## src/rtl/scores_table_reader.sv

```systemverilog
`default_nettype none
// ============================================================================
// Module      : scores_table_reader
// Description : Scans NUM_ENTRIES score words from consecutive SD addresses
//               through the SD read handshake, keeps them in a local table and
//               tracks the best (largest unsigned) score and its index.
//               Requests that the SD controller never answers are re-issued
//               after a short backoff; a stalled scan ends in an error state.
// Revision    : 1.0 - initial release
// ============================================================================
module scores_table_reader #(
    parameter int          DATA_W         = 16,
    parameter int          NUM_ENTRIES    = 8,
    parameter logic [31:0] BASE_ADDRESS   = 32'd0,
    parameter logic [31:0] ADDR_STRIDE    = 32'd1,
    parameter int          TIMEOUT_CYCLES = 1024,
    parameter int          MAX_RETRY      = 3,
    localparam int         IDX_W          = (NUM_ENTRIES > 1) ? $clog2(NUM_ENTRIES) : 1
) (
    input  logic              CLK,
    input  logic              RESET,
    input  logic              TO_GET,
    input  logic              SD_HAS_INITIALIZED,
    input  logic              SD_IS_READING,
    input  logic [DATA_W-1:0] READ_DATA,
    output logic              SD_TO_READ,
    output logic [31:0]       SD_READ_ADDRESS,
    output logic              READ_FINISH,
    output logic              READ_ERROR,
    output logic [IDX_W:0]    ENTRIES_VALID,
    input  logic [IDX_W-1:0]  ENTRY_SEL,
    output logic [DATA_W-1:0] ENTRY_SCORE,
    output logic [DATA_W-1:0] BEST_SCORE,
    output logic [IDX_W-1:0]  BEST_INDEX
);

    localparam int TIMER_W     = (TIMEOUT_CYCLES > 1) ? $clog2(TIMEOUT_CYCLES) : 1;
    localparam int RETRY_W     = (MAX_RETRY > 0) ? $clog2(MAX_RETRY + 1) : 1;
    // Table is rounded up to a power of two so any ENTRY_SEL value indexes
    // a real word; words at or beyond NUM_ENTRIES are never written.
    localparam int TABLE_DEPTH = 1 << IDX_W;

    localparam logic [IDX_W-1:0]   LAST_IDX    = IDX_W'(NUM_ENTRIES - 1);
    localparam logic [IDX_W:0]     ENTRY_COUNT = (IDX_W + 1)'(NUM_ENTRIES);
    localparam logic [TIMER_W-1:0] TIMER_LAST  = TIMER_W'(TIMEOUT_CYCLES - 1);
    localparam logic [RETRY_W-1:0] RETRY_LIMIT = RETRY_W'(MAX_RETRY);

    typedef enum logic [2:0] {
        S_IDLE      = 3'd0,
        S_REQUEST   = 3'd1,
        S_BACKOFF   = 3'd2,
        S_WAIT_DONE = 3'd3,
        S_STORE     = 3'd4,
        S_DONE      = 3'd5,
        S_ERROR     = 3'd6
    } state_t;

    state_t               state;
    logic [IDX_W-1:0]     idx;
    logic [RETRY_W-1:0]   retry;
    logic [TIMER_W-1:0]   timer;
    logic                 to_get_q;
    logic [DATA_W-1:0]    score_table [TABLE_DEPTH];

    logic                 start_ok;
    logic                 launch;
    logic                 sel_in_range;

    // A scan may only start while the controller is up and idle. From IDLE
    // TO_GET acts as a level; from DONE/ERROR only a fresh rising edge
    // restarts, so a requester holding TO_GET high does not loop forever.
    assign start_ok = SD_HAS_INITIALIZED & ~SD_IS_READING;
    assign launch   = start_ok & TO_GET &
                      ((state == S_IDLE) |
                       (((state == S_DONE) | (state == S_ERROR)) & ~to_get_q));

    // Address follows idx, which only changes on the STORE exit edge
    assign SD_READ_ADDRESS = BASE_ADDRESS + (32'(idx) * ADDR_STRIDE);

    assign sel_in_range = ({1'b0, ENTRY_SEL} < ENTRY_COUNT);
    assign ENTRY_SCORE  = sel_in_range ? score_table[ENTRY_SEL] : '0;

    // Scan sequencer: request, wait for the read, store, advance
    always_ff @(posedge CLK or posedge RESET) begin
        if (RESET) begin
            state         <= S_IDLE;
            idx           <= '0;
            retry         <= '0;
            timer         <= '0;
            to_get_q      <= 1'b0;
            SD_TO_READ    <= 1'b0;
            READ_FINISH   <= 1'b0;
            READ_ERROR    <= 1'b0;
            ENTRIES_VALID <= '0;
            BEST_SCORE    <= '0;
            BEST_INDEX    <= '0;
            for (int i = 0; i < TABLE_DEPTH; i++) begin
                score_table[i] <= '0;
            end
        end else begin
            to_get_q <= TO_GET;
            if (launch) begin
                // Table words are kept; only the bookkeeping restarts
                state         <= S_REQUEST;
                SD_TO_READ    <= 1'b1;
                READ_FINISH   <= 1'b0;
                READ_ERROR    <= 1'b0;
                idx           <= '0;
                retry         <= '0;
                timer         <= '0;
                ENTRIES_VALID <= '0;
                BEST_SCORE    <= '0;
                BEST_INDEX    <= '0;
            end else begin
                case (state)
                    S_REQUEST: begin
                        if (SD_IS_READING) begin
                            state      <= S_WAIT_DONE;
                            SD_TO_READ <= 1'b0;
                            timer      <= '0;
                        end else if (timer == TIMER_LAST) begin
                            SD_TO_READ <= 1'b0;
                            timer      <= '0;
                            if (retry < RETRY_LIMIT) begin
                                retry <= retry + 1'b1;
                                state <= S_BACKOFF;
                            end else begin
                                READ_ERROR <= 1'b1;
                                state      <= S_ERROR;
                            end
                        end else begin
                            timer <= timer + 1'b1;
                        end
                    end
                    S_BACKOFF: begin
                        // One idle cycle so the controller sees a fresh request edge
                        timer      <= '0;
                        SD_TO_READ <= 1'b1;
                        state      <= S_REQUEST;
                    end
                    S_WAIT_DONE: begin
                        // An in-flight read is never re-issued; a stall is fatal
                        if (!SD_IS_READING) begin
                            state <= S_STORE;
                        end else if (timer == TIMER_LAST) begin
                            timer      <= '0;
                            READ_ERROR <= 1'b1;
                            state      <= S_ERROR;
                        end else begin
                            timer <= timer + 1'b1;
                        end
                    end
                    S_STORE: begin
                        score_table[idx] <= READ_DATA;
                        ENTRIES_VALID    <= ENTRIES_VALID + 1'b1;
                        // Strict compare keeps the lowest index on ties
                        if ((READ_DATA > BEST_SCORE) || (idx == '0)) begin
                            BEST_SCORE <= READ_DATA;
                            BEST_INDEX <= idx;
                        end
                        if (idx == LAST_IDX) begin
                            READ_FINISH <= 1'b1;
                            state       <= S_DONE;
                        end else begin
                            idx        <= idx + 1'b1;
                            retry      <= '0;
                            timer      <= '0;
                            SD_TO_READ <= 1'b1;
                            state      <= S_REQUEST;
                        end
                    end
                    S_IDLE, S_DONE, S_ERROR: begin
                    end
                    default: begin
                        SD_TO_READ <= 1'b0;
                        state      <= S_IDLE;
                    end
                endcase
            end
        end
    end

endmodule
`default_nettype wire
```

## config.mk

```make
export PLATFORM = sky130hd
export DESIGN_NAME = scores_table_reader
export DESIGN_NICKNAME = d
export VERILOG_FILES = /design/src/rtl/scores_table_reader.sv
export SDC_FILE = /design/constraint.sdc
export NUM_CORES = 1
export LEC_CHECK = 0
export CAP_MARGIN = 25
export CORE_MARGIN = 10
export CORE_UTILIZATION = 45
export CTS_CLUSTER_SIZE = 12
export DETAILED_ROUTE_END_ITERATION = 8
export PLACE_DENSITY = 0.66
export SLEW_MARGIN = 25
export SYNTH_ARGS = -nofsm -noshare
export SYNTH_HDL_FRONTEND = slang
export SYNTH_SLANG_ARGS = --single-unit
```

## constraint.sdc

```tcl
create_clock -name CLK -period 6.88 [get_ports CLK]
set_input_delay 0.688 -clock CLK [delete_from_list [all_inputs] [get_ports CLK]]
set_output_delay 0.688 -clock CLK [all_outputs]
set_load 0.01 [all_outputs]
```

==> results.cfg <==
[status]
status = complete, no violations

[placement]
routabilityCongestion = 0.841
hpwl_mm = 13.5
preCtsSetupSlack_ns = 3.21
port-buffer-count = 68

[clock_tree]
cts_buffer_depth = 2
clockRootBuffer = clkbuf_16
htreeDepth = 4
cts_tree = built
cts_hold_buf = 0
post_cts.repair.setup_buffers = 0
post_cts_resize_count = 0
clk_latency_ns = 0.43
cts_buffers = 17
clk_transition_reported_paths_ns = 0.07
cts.sinks = 173

[power]
p_leak_nw = 4.36
power-per-cell-area_nw_per_um2 = 384
ir_drop_mv = 0.222

[global_route]
grt_pass1_vias = 5967
grt_overflow = 0
antenna_found_initial = 0
grt_usage_pct = 16.2
grt_pass1_wl_mm = 33.1
grt_max_degree = 78

[sta]
maxSlewHeadroom_pct = 43.3
skew_ns = 0.00898
setup-tns-final_ns = 0
rsz0062_at_grt = no
tightest_slew_ns = 0.850
finalWorstSetupSlack_ns = 3.23
fmax_mhz = 274
drv_slew = 0
hold_violations = 0
setup_viol = 0
finalCriticalPeriod_ns = 3.65
min_period_over_period_pct = 53.1

[synth]
synth.most_common_cell = dfrtp_1
avgSynthCellArea_um2 = 13.5
synth_top_cell_by_area = dfrtp_1
yosys-top-cells-count = 173 x dfrtp_1, 123 x mux2_1, 33 x buf_4
ys.flop_type = dfrtp_1
yosysUniqueCellTypes = 66
ys_seq_area_share_pct = 49.4
synthTopCellsByArea = dfrtp_1 49%, mux2_1 16%, mux4_2 8.2%, ha_1 3.1%, buf_4 2.8%
async_reset_ff_share_pct = 100
ys_ff_latch = 173
synth_area_um2 = 8770
ys_warn_count = 0
synth_edf_count = 0
synth_top_area_share_pct = 49.4
syn_inst = 648

[setup_path]
cp.arrival_ns = 2.96
worstPathRequired_ns = 6.19
crit_fanout = 32
critPathLaunchType = input port
rr_endpoint = BEST_SCORE[3]
setup.worst_path.end_class = output port
timing.rr.start = BEST_SCORE[1]
cp-startpoint = ENTRY_SEL[1]
reg2reg_depth = 8
r2r_slack_ns = 4.25
crit_type = in2out
endpoint = ENTRY_SCORE[12]

[floorplanning]
die_h_um = 160
pin_count = 98
die_area_um2 = 25500
coreArea_um2 = 19300
initial_core_util_pct = 45.4
rows = 51
die_w_um = 160

[detailed_routing]
dr.pass1.iters = 5
viasPerCell = 5.53
drtIter0Drc = 343
routedWlPerCell_um = 20.3
ant_nets = 0
drt-total-wl_mm = 20.2
dr_total_vias = 5477
drc = 0

[cells_and_area]
syn_to_final_growth_pct = 15.1
n_antenna_cell = 0
nNetsFinal = 759
drive_above_1_share_pct = 15.8

[min_path]
min_path_type = reg2reg
hold_depth = 1

[run]
cap_violations = 0
critical path, stage by stage:
cell and delay [ns]:
clkdlybuf4s50_1 0.45, buf_4 0.48, mux4_2 0.57, mux2_2 0.28
clkdlybuf4s50_1 0.48
layer usage:
metal  global-route usage [%]  wire (um)  part of all wire [%]
met1                     21.4       9300                    46
met2                     26.4       9590                    48
met3                     4.16       1110                   5.5
met4                     3.50        162                  0.80
met5                        0          0                     0
power breakdown:
part / internal [W] / total, W / switching, W
Clock: 0.000482 / 0.000928 / 0.000446
Combinational: 0.000718 / 0.00126 / 0.000539
Sequential: 0.00141 / 0.00169 / 0.000286
stage by stage:
| step | hold slack, ns | utilization (%) | instance area, um^2 | cells | power, W |
|---|---|---|---|---|---|
| CTS | 0.486 | 52.2 | 10100 | 991 | 0.00392 |
| global placement | 0.462 | 49.2 | 9510 | 958 | 0.00290 |
| finish | 0.485 | 52.2 | 10100 | 991 | 0.00388 |
| global route | 0.495 | 52.2 | 10100 | 991 | 0.00414 |
| floorplan | 0.447 | - | 8880 | 676 | 0.00249 |
| detailed placement | 0.469 | 49.3 | 9530 | 959 | 0.00298 |
cell families (layout without fill, tap and decap cells):
family	Yosys count	count (layout)	share of synthesized area [%]
xor+xnor	9	9	0.899
fa+ha+maj	22	22	3.14
flops	173	173	49.4
buf+inv	78	128	5.68
mux	172	172	26.2
compound gates	93	93	7.97
other cells	1	29	0.0428
simple gates	100	100	6.73
final cells by class:
type	instances	area, um^2
Clock buffer	17	425
Fill cell	1635	9240
Inverter	21	83.8
Clock inverter	15	146
Multi-Input combinational cell	425	4050
Tap cell	265	332
Timing Repair Buffer	75	731
Sequential cell	173	4330
placed cells by master, fill, tap and decap left out, drive strengths merged, types with 4 or more instances in the layout:
cell and instances:
nor2b 5, clkbuf 18, mux4 32, o21ai 26, inv 30, a21oi 19
conb 29, clkinv 4, mux2 139, nand2 32, ha 22, dfrtp 173
clkdlybuf4s50 66, and2 7, nand4 9, nand3 7, xor2 7, nor2 24
a22o 18, buf 8
how the worst min path moves through the flow:
stage	from	to	slack, ns
finish	timer[6]	timer[6]	0.48
global route	score_table[8]	score_table[8]	0.50
CTS	timer[6]	timer[6]	0.49
detailed placement	score_table[17]	score_table[17]	0.47
global placement	score_table[30]	score_table[30]	0.46
floorplan	timer[6]	timer[6]	0.45
state kept, by name, indices dropped and copies added (netlist names):
| signal | cells |
|---|---|
| score_table | 128 |
| BEST_SCORE | 16 |
| timer | 10 |
| ENTRIES_VALID | 4 |
| BEST_INDEX | 3 |
| idx | 3 |
| state | 3 |
| retry | 2 |
| READ_ERROR | 1 |
| READ_FINISH | 1 |
| SD_TO_READ | 1 |
| to_get_q | 1 |
No activity file was read; power rests on OpenSTA's default activity.
